==> src/rtl/status_alarm_bank_pkg.sv <==
// Shared monitor definitions for the sticky-alarm status bank: register offsets
// within the 32-word block and the layout of the FIRST register.
package status_alarm_bank_pkg;

   localparam logic [4:0] OFF_ALARMS     = 5'd0;
   localparam logic [4:0] OFF_LIVE       = 5'd1;
   localparam logic [4:0] OFF_MASK       = 5'd2;
   localparam logic [4:0] OFF_FIRST      = 5'd3;
   localparam logic [4:0] OFF_COUNT_BASE = 5'd16;

   localparam int FIRST_VALID_BIT = 15;
   localparam int FIRST_IDX_W     = 5;

   // Packs the FIRST register read word from its valid flag and channel index.
   function automatic logic [15:0] first_word(input logic valid, input logic [FIRST_IDX_W-1:0] idx);
      logic [15:0] w;
      w = '0;
      w[FIRST_VALID_BIT] = valid;
      w[FIRST_IDX_W-1:0] = idx;
      return w;
   endfunction

endpackage

==> src/rtl/status_alarm_bank_alarm_channel.sv <==
// One alarm channel: synchroniser, glitch filter, rising-edge detector and a
// saturating occurrence counter.
module alarm_channel #(
   parameter int FILTER_LEN = 1,
   parameter int CNT_W      = 8
) (
   input  logic             clk,
   input  logic             rst,
   input  logic             alarm_n,
   input  logic             clr_cnt,
   output logic             qual,
   output logic             rise,
   output logic [CNT_W-1:0] count
);

   localparam int               FW       = $clog2(FILTER_LEN + 1);
   localparam logic [FW-1:0]    FILT_MAX = FW'(FILTER_LEN);
   localparam logic [CNT_W-1:0] CNT_MAX  = '1;

   logic [1:0]       sync_reg;
   logic [FW-1:0]    filt_reg;
   logic             qual_prev_reg;
   logic [CNT_W-1:0] count_reg;
   logic [CNT_W-1:0] count_next;

   assign qual  = (filt_reg == FILT_MAX);
   assign rise  = qual & ~qual_prev_reg;
   assign count = count_reg;

   // A clear that coincides with a new occurrence leaves exactly that occurrence counted.
   always_comb begin
      count_next = count_reg;
      if (clr_cnt) begin
         count_next = rise ? CNT_W'(1) : '0;
      end else if (rise && (count_reg != CNT_MAX)) begin
         count_next = count_reg + CNT_W'(1);
      end
   end

   always_ff @(posedge clk) begin
      if (rst) begin
         sync_reg      <= '0;
         filt_reg      <= '0;
         qual_prev_reg <= 1'b0;
         count_reg     <= '0;
      end else begin
         sync_reg      <= {sync_reg[0], ~alarm_n};
         if (!sync_reg[1]) begin
            filt_reg <= '0;
         end else if (filt_reg != FILT_MAX) begin
            filt_reg <= filt_reg + FW'(1);
         end
         qual_prev_reg <= qual;
         count_reg     <= count_next;
      end
   end

endmodule

==> src/rtl/status_alarm_bank.sv <==
// Sticky alarm / status register bank: per-channel qualification, ALARMS, MASK,
// FIRST and COUNT registers on the monitor bus, and a maskable interrupt.
module status_alarm_bank
   import status_alarm_bank_pkg::*;
#(
   parameter int          N_ALARMS   = 12,
   parameter int          FILTER_LEN = 1,
   parameter int          CNT_W      = 8,
   parameter logic [15:0] BASE_ADDR  = 16'h0000
) (
   input  logic                clk,
   input  logic                rst,
   input  logic                read_en,
   input  logic                write_en,
   input  logic [15:0]         addr,
   input  logic [15:0]         data_in,
   output logic [15:0]         data_out,
   input  logic [N_ALARMS-1:0] alarm_n,
   output logic                irq
);

   logic [N_ALARMS-1:0]            qual_vec;
   logic [N_ALARMS-1:0]            rise_vec;
   logic [N_ALARMS-1:0]            clr_cnt_vec;
   logic [N_ALARMS-1:0][CNT_W-1:0] count_vec;

   logic [N_ALARMS-1:0]    alarms_reg;
   logic [N_ALARMS-1:0]    alarms_next;
   logic [N_ALARMS-1:0]    mask_reg;
   logic                   first_valid_reg;
   logic [FIRST_IDX_W-1:0] first_idx_reg;
   logic [FIRST_IDX_W-1:0] first_sel;
   logic                   first_hold;
   logic [15:0]            data_out_reg;
   logic [15:0]            rd_mux;
   logic                   irq_reg;

   logic       hit;
   logic [4:0] off;
   logic       wr_alarms;
   logic       wr_mask;
   logic       wr_first;

   assign hit       = (addr[15:5] == BASE_ADDR[15:5]);
   assign off       = addr[4:0];
   assign wr_alarms = write_en & hit & (off == OFF_ALARMS);
   assign wr_mask   = write_en & hit & (off == OFF_MASK);
   assign wr_first  = write_en & hit & (off == OFF_FIRST);

   generate
      for (genvar gi = 0; gi < N_ALARMS; gi++) begin : g_chan
         assign clr_cnt_vec[gi] = write_en & hit & (off == (OFF_COUNT_BASE + 5'(gi)));

         alarm_channel #(
            .FILTER_LEN (FILTER_LEN),
            .CNT_W      (CNT_W)
         ) u_chan (
            .clk     (clk),
            .rst     (rst),
            .alarm_n (alarm_n[gi]),
            .clr_cnt (clr_cnt_vec[gi]),
            .qual    (qual_vec[gi]),
            .rise    (rise_vec[gi]),
            .count   (count_vec[gi])
         );
      end
   endgenerate

   // New edges are OR-ed in after the clear so a same-cycle set survives the write.
   assign alarms_next = (alarms_reg & ~(wr_alarms ? data_in[N_ALARMS-1:0] : '0)) | rise_vec;

   // Descending scan so the lowest qualifying channel is the one left selected.
   always_comb begin
      first_sel = '0;
      for (int i = N_ALARMS - 1; i >= 0; i--) begin
         if (rise_vec[i]) begin
            first_sel = FIRST_IDX_W'(i);
         end
      end
   end

   // A write to FIRST releases the hold, so an edge in that same cycle is captured.
   assign first_hold = first_valid_reg & ~wr_first;

   always_comb begin
      rd_mux = '0;
      if (hit) begin
         case (off)
            OFF_ALARMS: rd_mux[N_ALARMS-1:0] = alarms_reg;
            OFF_LIVE:   rd_mux[N_ALARMS-1:0] = qual_vec;
            OFF_MASK:   rd_mux[N_ALARMS-1:0] = mask_reg;
            OFF_FIRST:  rd_mux = first_word(first_valid_reg, first_idx_reg);
            default: begin
               for (int i = 0; i < N_ALARMS; i++) begin
                  if (off == (OFF_COUNT_BASE + 5'(i))) begin
                     rd_mux[CNT_W-1:0] = count_vec[i];
                  end
               end
            end
         endcase
      end
   end

   always_ff @(posedge clk) begin
      if (rst) begin
         alarms_reg      <= '0;
         mask_reg        <= '1;
         first_valid_reg <= 1'b0;
         first_idx_reg   <= '0;
         data_out_reg    <= '0;
         irq_reg         <= 1'b0;
      end else begin
         alarms_reg <= alarms_next;
         if (wr_mask) begin
            mask_reg <= data_in[N_ALARMS-1:0];
         end
         if (!first_hold && (|rise_vec)) begin
            first_valid_reg <= 1'b1;
            first_idx_reg   <= first_sel;
         end else if (wr_first) begin
            first_valid_reg <= 1'b0;
            first_idx_reg   <= '0;
         end
         data_out_reg <= read_en ? rd_mux : '0;
         irq_reg      <= |(alarms_reg & mask_reg);
      end
   end

   assign data_out = data_out_reg;
   assign irq      = irq_reg;

endmodule

==> config.mk <==
export PLATFORM = sky130hd
export DESIGN_NAME = status_alarm_bank
export DESIGN_NICKNAME = d
export VERILOG_FILES = /design/src/rtl/status_alarm_bank_pkg.sv /design/src/rtl/status_alarm_bank_alarm_channel.sv /design/src/rtl/status_alarm_bank.sv
export SDC_FILE = /design/constraint.sdc
export NUM_CORES = 1
export LEC_CHECK = 0
export CORE_UTILIZATION = 59
export DETAILED_ROUTE_END_ITERATION = 8
export HOLD_SLACK_MARGIN = 0.02
export PLACE_DENSITY_LB_ADDON = 0.05
export SKIP_CTS_REPAIR_TIMING = 1
export SLEW_MARGIN = 20
export SYNTH_ARGS = -nofsm -noshare
export SYNTH_HDL_FRONTEND = slang
export SYNTH_SLANG_ARGS = --single-unit
==> constraint.sdc <==
create_clock -name clk -period 2.4 [get_ports clk]
set_input_delay 0.72 -clock clk [delete_from_list [all_inputs] [get_ports clk]]
set_output_delay 0.72 -clock clk [all_outputs]
set_load 0.1 [all_outputs]
==> metrics.txt <==
CP endpoint kind flop; maximum number of pins on one net before global-route repair 54; Post-Syn Instances 990; synthesized area 0.00883 mm^2; data required time of the worst path 2.73 ns; Psw 1.77 mW; number of flip-flops in the largest register 96; IO buf count 57; CP Launch Type input pin; insertion delay to the later sink of the worst-skew pair 0.44 ns; Pwr Density 622 mW/mm^2; Flop pwr share approximately 48%; core area 0.0146 mm^2; vias in the first global route 7,299; Most used DFF post-synth dfxtp_1; Seq/Total Area, Yosys 42.4%; post-route cell area about 0.011 mm^2; Slew headroom 49.7%; Die W about 120 um; Commonest cells post-synth 187 x dfxtp_1, 134 x nor2_1, 67 x nand2_1; number of cells on the worst reg-to-reg path 5; share of post-route cells with drive strength above 1 14.9%; Final Net Count about 1.2k; initial core utilization 60.6%; maximum VDD drop 0.612 mV; clock share of power 43.3%; antenna-violating nets left 0; Final HPWL DP 16,500 um; Die Area 0.0155 mm^2; Gate power share under 10%; count leader, synth dfxtp_1; worst min path class flop to flop; Worst EP arrival 2.66 ns; placed standard-cell area 0.0100 mm^2; worst hold margin ~0.44 ns; Worst Clk Skew between 0.009 and 0.01 ns; final setup violation count 0; global-route wire length before repair between 30,000 and 40,000 um; Yosys top cell area share a little over two fifths; Final Core Density 73.1%; Worst-Margin Slew between 0.7 and 0.8 ns; Final GP Congestion 0.921; Area contributors post-synth dfxtp_1 42%, nor2_1 5.7%, xor2_1 4.3%; FF-to-FF Start g_chan[6].u_chan.qual; antenna violations before repair 0; synth warn 0; Post-synth EDFFs 0; worst setup path category input pin to flop; switching portion of total power 26.7%; GRT Residual Overflow 0; minimum clock period 2.33 ns; vias per cell 5.97; Avg WL per Cell 17.7 um; max-slew violations 0; reg2reg setup slack 0.51 ns; H-tree Lvls 4; Synth cell types 70; Setup crit end mask_reg[8]; Async S/R FF share, synth 0%; Pint 4.86 mW; Final Hold Vio Count 0; RSZ-0062 raised after global routing false; worst r2r dst g_chan[6].u_chan.count[3]; n_diodes 0; max-cap violation count 0; via count 7,750; syn avg cell area approximately 8.9 um^2; Ports 65; synthesized flop and latch total 187; DRC viols 0; drt first pass iters 5; global-route usage over all layers 30.5%; CTS Buffer Depth 2; Fmax 429 MHz; initial detailed-routing violation count about 620; area leader, netlist dfxtp_1; CTS tree yes; CTS Sinks between 150 and 200; synth-to-layout area growth 20.7%; status finished clean; CTS Root Cell clkbuf_16; CTS buffer count 17; clk slew on worst S/H paths 0.08 ns; period utilisation layout 97.2%; crit-path max FO 12; Leakage approximately 4 nW; Rows 44; first element of the critical path addr[3]; Die Y-Extent 124 um; final WL 22,900 um
## per-stage QoR
stage / total power [mW] / setup TNS, ns / cells / setup WS [ns]
after CTS: 6.66 / 0 / 1297 / 0.0398
final: 6.63 / 0 / 1298 / 0.0681
after global routing: 6.86 / 0 / 1298 / 0.00102
after global placement: 3.81 / -24.58 / 1265 / -0.336
after floorplan: 3.58 / 0 / 992 / 0.225
after detailed placement: 3.82 / -28.19 / 1265 / -0.357
## worst min-delay path by stage
stage,slack [ns],endpoint,depth (start not counted),start
2_1_floorplan,0.41,g_chan[0].u_chan.qual,1,g_chan[0].u_chan.sync_reg[1]
3_3_place_gp,0.41,g_chan[10].u_chan.qual,1,g_chan[10].u_chan.sync_reg[1]
3_5_place_dp,0.42,g_chan[4].u_chan.sync_reg[1],1,g_chan[4].u_chan.sync_reg[0]
4_1_cts,0.44,g_chan[2].u_chan.sync_reg[1],1,g_chan[2].u_chan.sync_reg[0]
5_1_grt,0.45,g_chan[4].u_chan.sync_reg[1],1,g_chan[4].u_chan.sync_reg[0]
6_report,0.44,g_chan[4].u_chan.qual,1,g_chan[4].u_chan.sync_reg[1]
## per-layer routing
layer | wire [um] | global-route usage [%]
met5 | 0 | 0
met4 | 719 | 14.3
met3 | 1400 | 5.58
met2 | 10700 | 48.4
met1 | 10100 | 40.3
## layout by cell type (no fill, tap or decap), types with 16 or more instances in the layout
cell             count
nor2_1             134
and3_1              17
xor2_1              43
nand2_1             67
nand2b_1            16
nand3_1             27
xnor2_1             28
nor2b_1             46
a21oi_1             51
nor3_1              27
clkbuf_16           17
dfxtp_1            187
nand4_1             32
mux2i_1             35
clkdlybuf4s50_1     40
o21ai_0             33
buf_4               90
inv_1               20
## final cells by class
| class | instances | area, um^2 |
|---|---|---|
| multi-input combinational | 738 | 4820 |
| fill | 1122 | 3930 |
| sequential | 187 | 3740 |
| timing repair buffer | 137 | 1170 |
| clock buffer | 18 | 439 |
| tap | 184 | 230 |
| clock inverter | 14 | 185 |
| inverter | 20 | 75.1 |
## worst max-delay path, cell delays in order
cell and delay, ns:
clkdlybuf4s50_1 0.52, or3_4 0.45, buf_4 0.17, nor3_2 0.26, buf_12 0.19, mux2i_1 0.24
nand2_1 0.09
## power by group through the flow
stage	combinational (mW)	sequential (mW)	clock (mW)
floorplan	0.313	3.26	0
global placement	0.555	3.26	0
detailed placement	0.560	3.26	0
CTS	0.564	3.19	2.90
global route	0.615	3.20	3.05
finish	0.575	3.19	2.87
## cell families (layout without fill, tap and decap cells)
| family | Yosys count | count (layout) | synth area share, % |
|---|---|---|---|
| XOR/XNOR | 71 | 71 | 7.04 |
| AO/OA/AOI/OAI | 182 | 182 | 13.6 |
| AND/OR/NAND/NOR | 418 | 418 | 24.5 |
| multiplexers | 52 | 52 | 7.41 |
| other | 1 | 3 | 0.0424 |
| flip-flops | 187 | 187 | 42.4 |
| adder cells (fa/ha/maj) | 12 | 12 | 1.70 |
| buffers and inverters | 67 | 189 | 3.30 |
No activity file was read; power rests on OpenSTA's default activity.
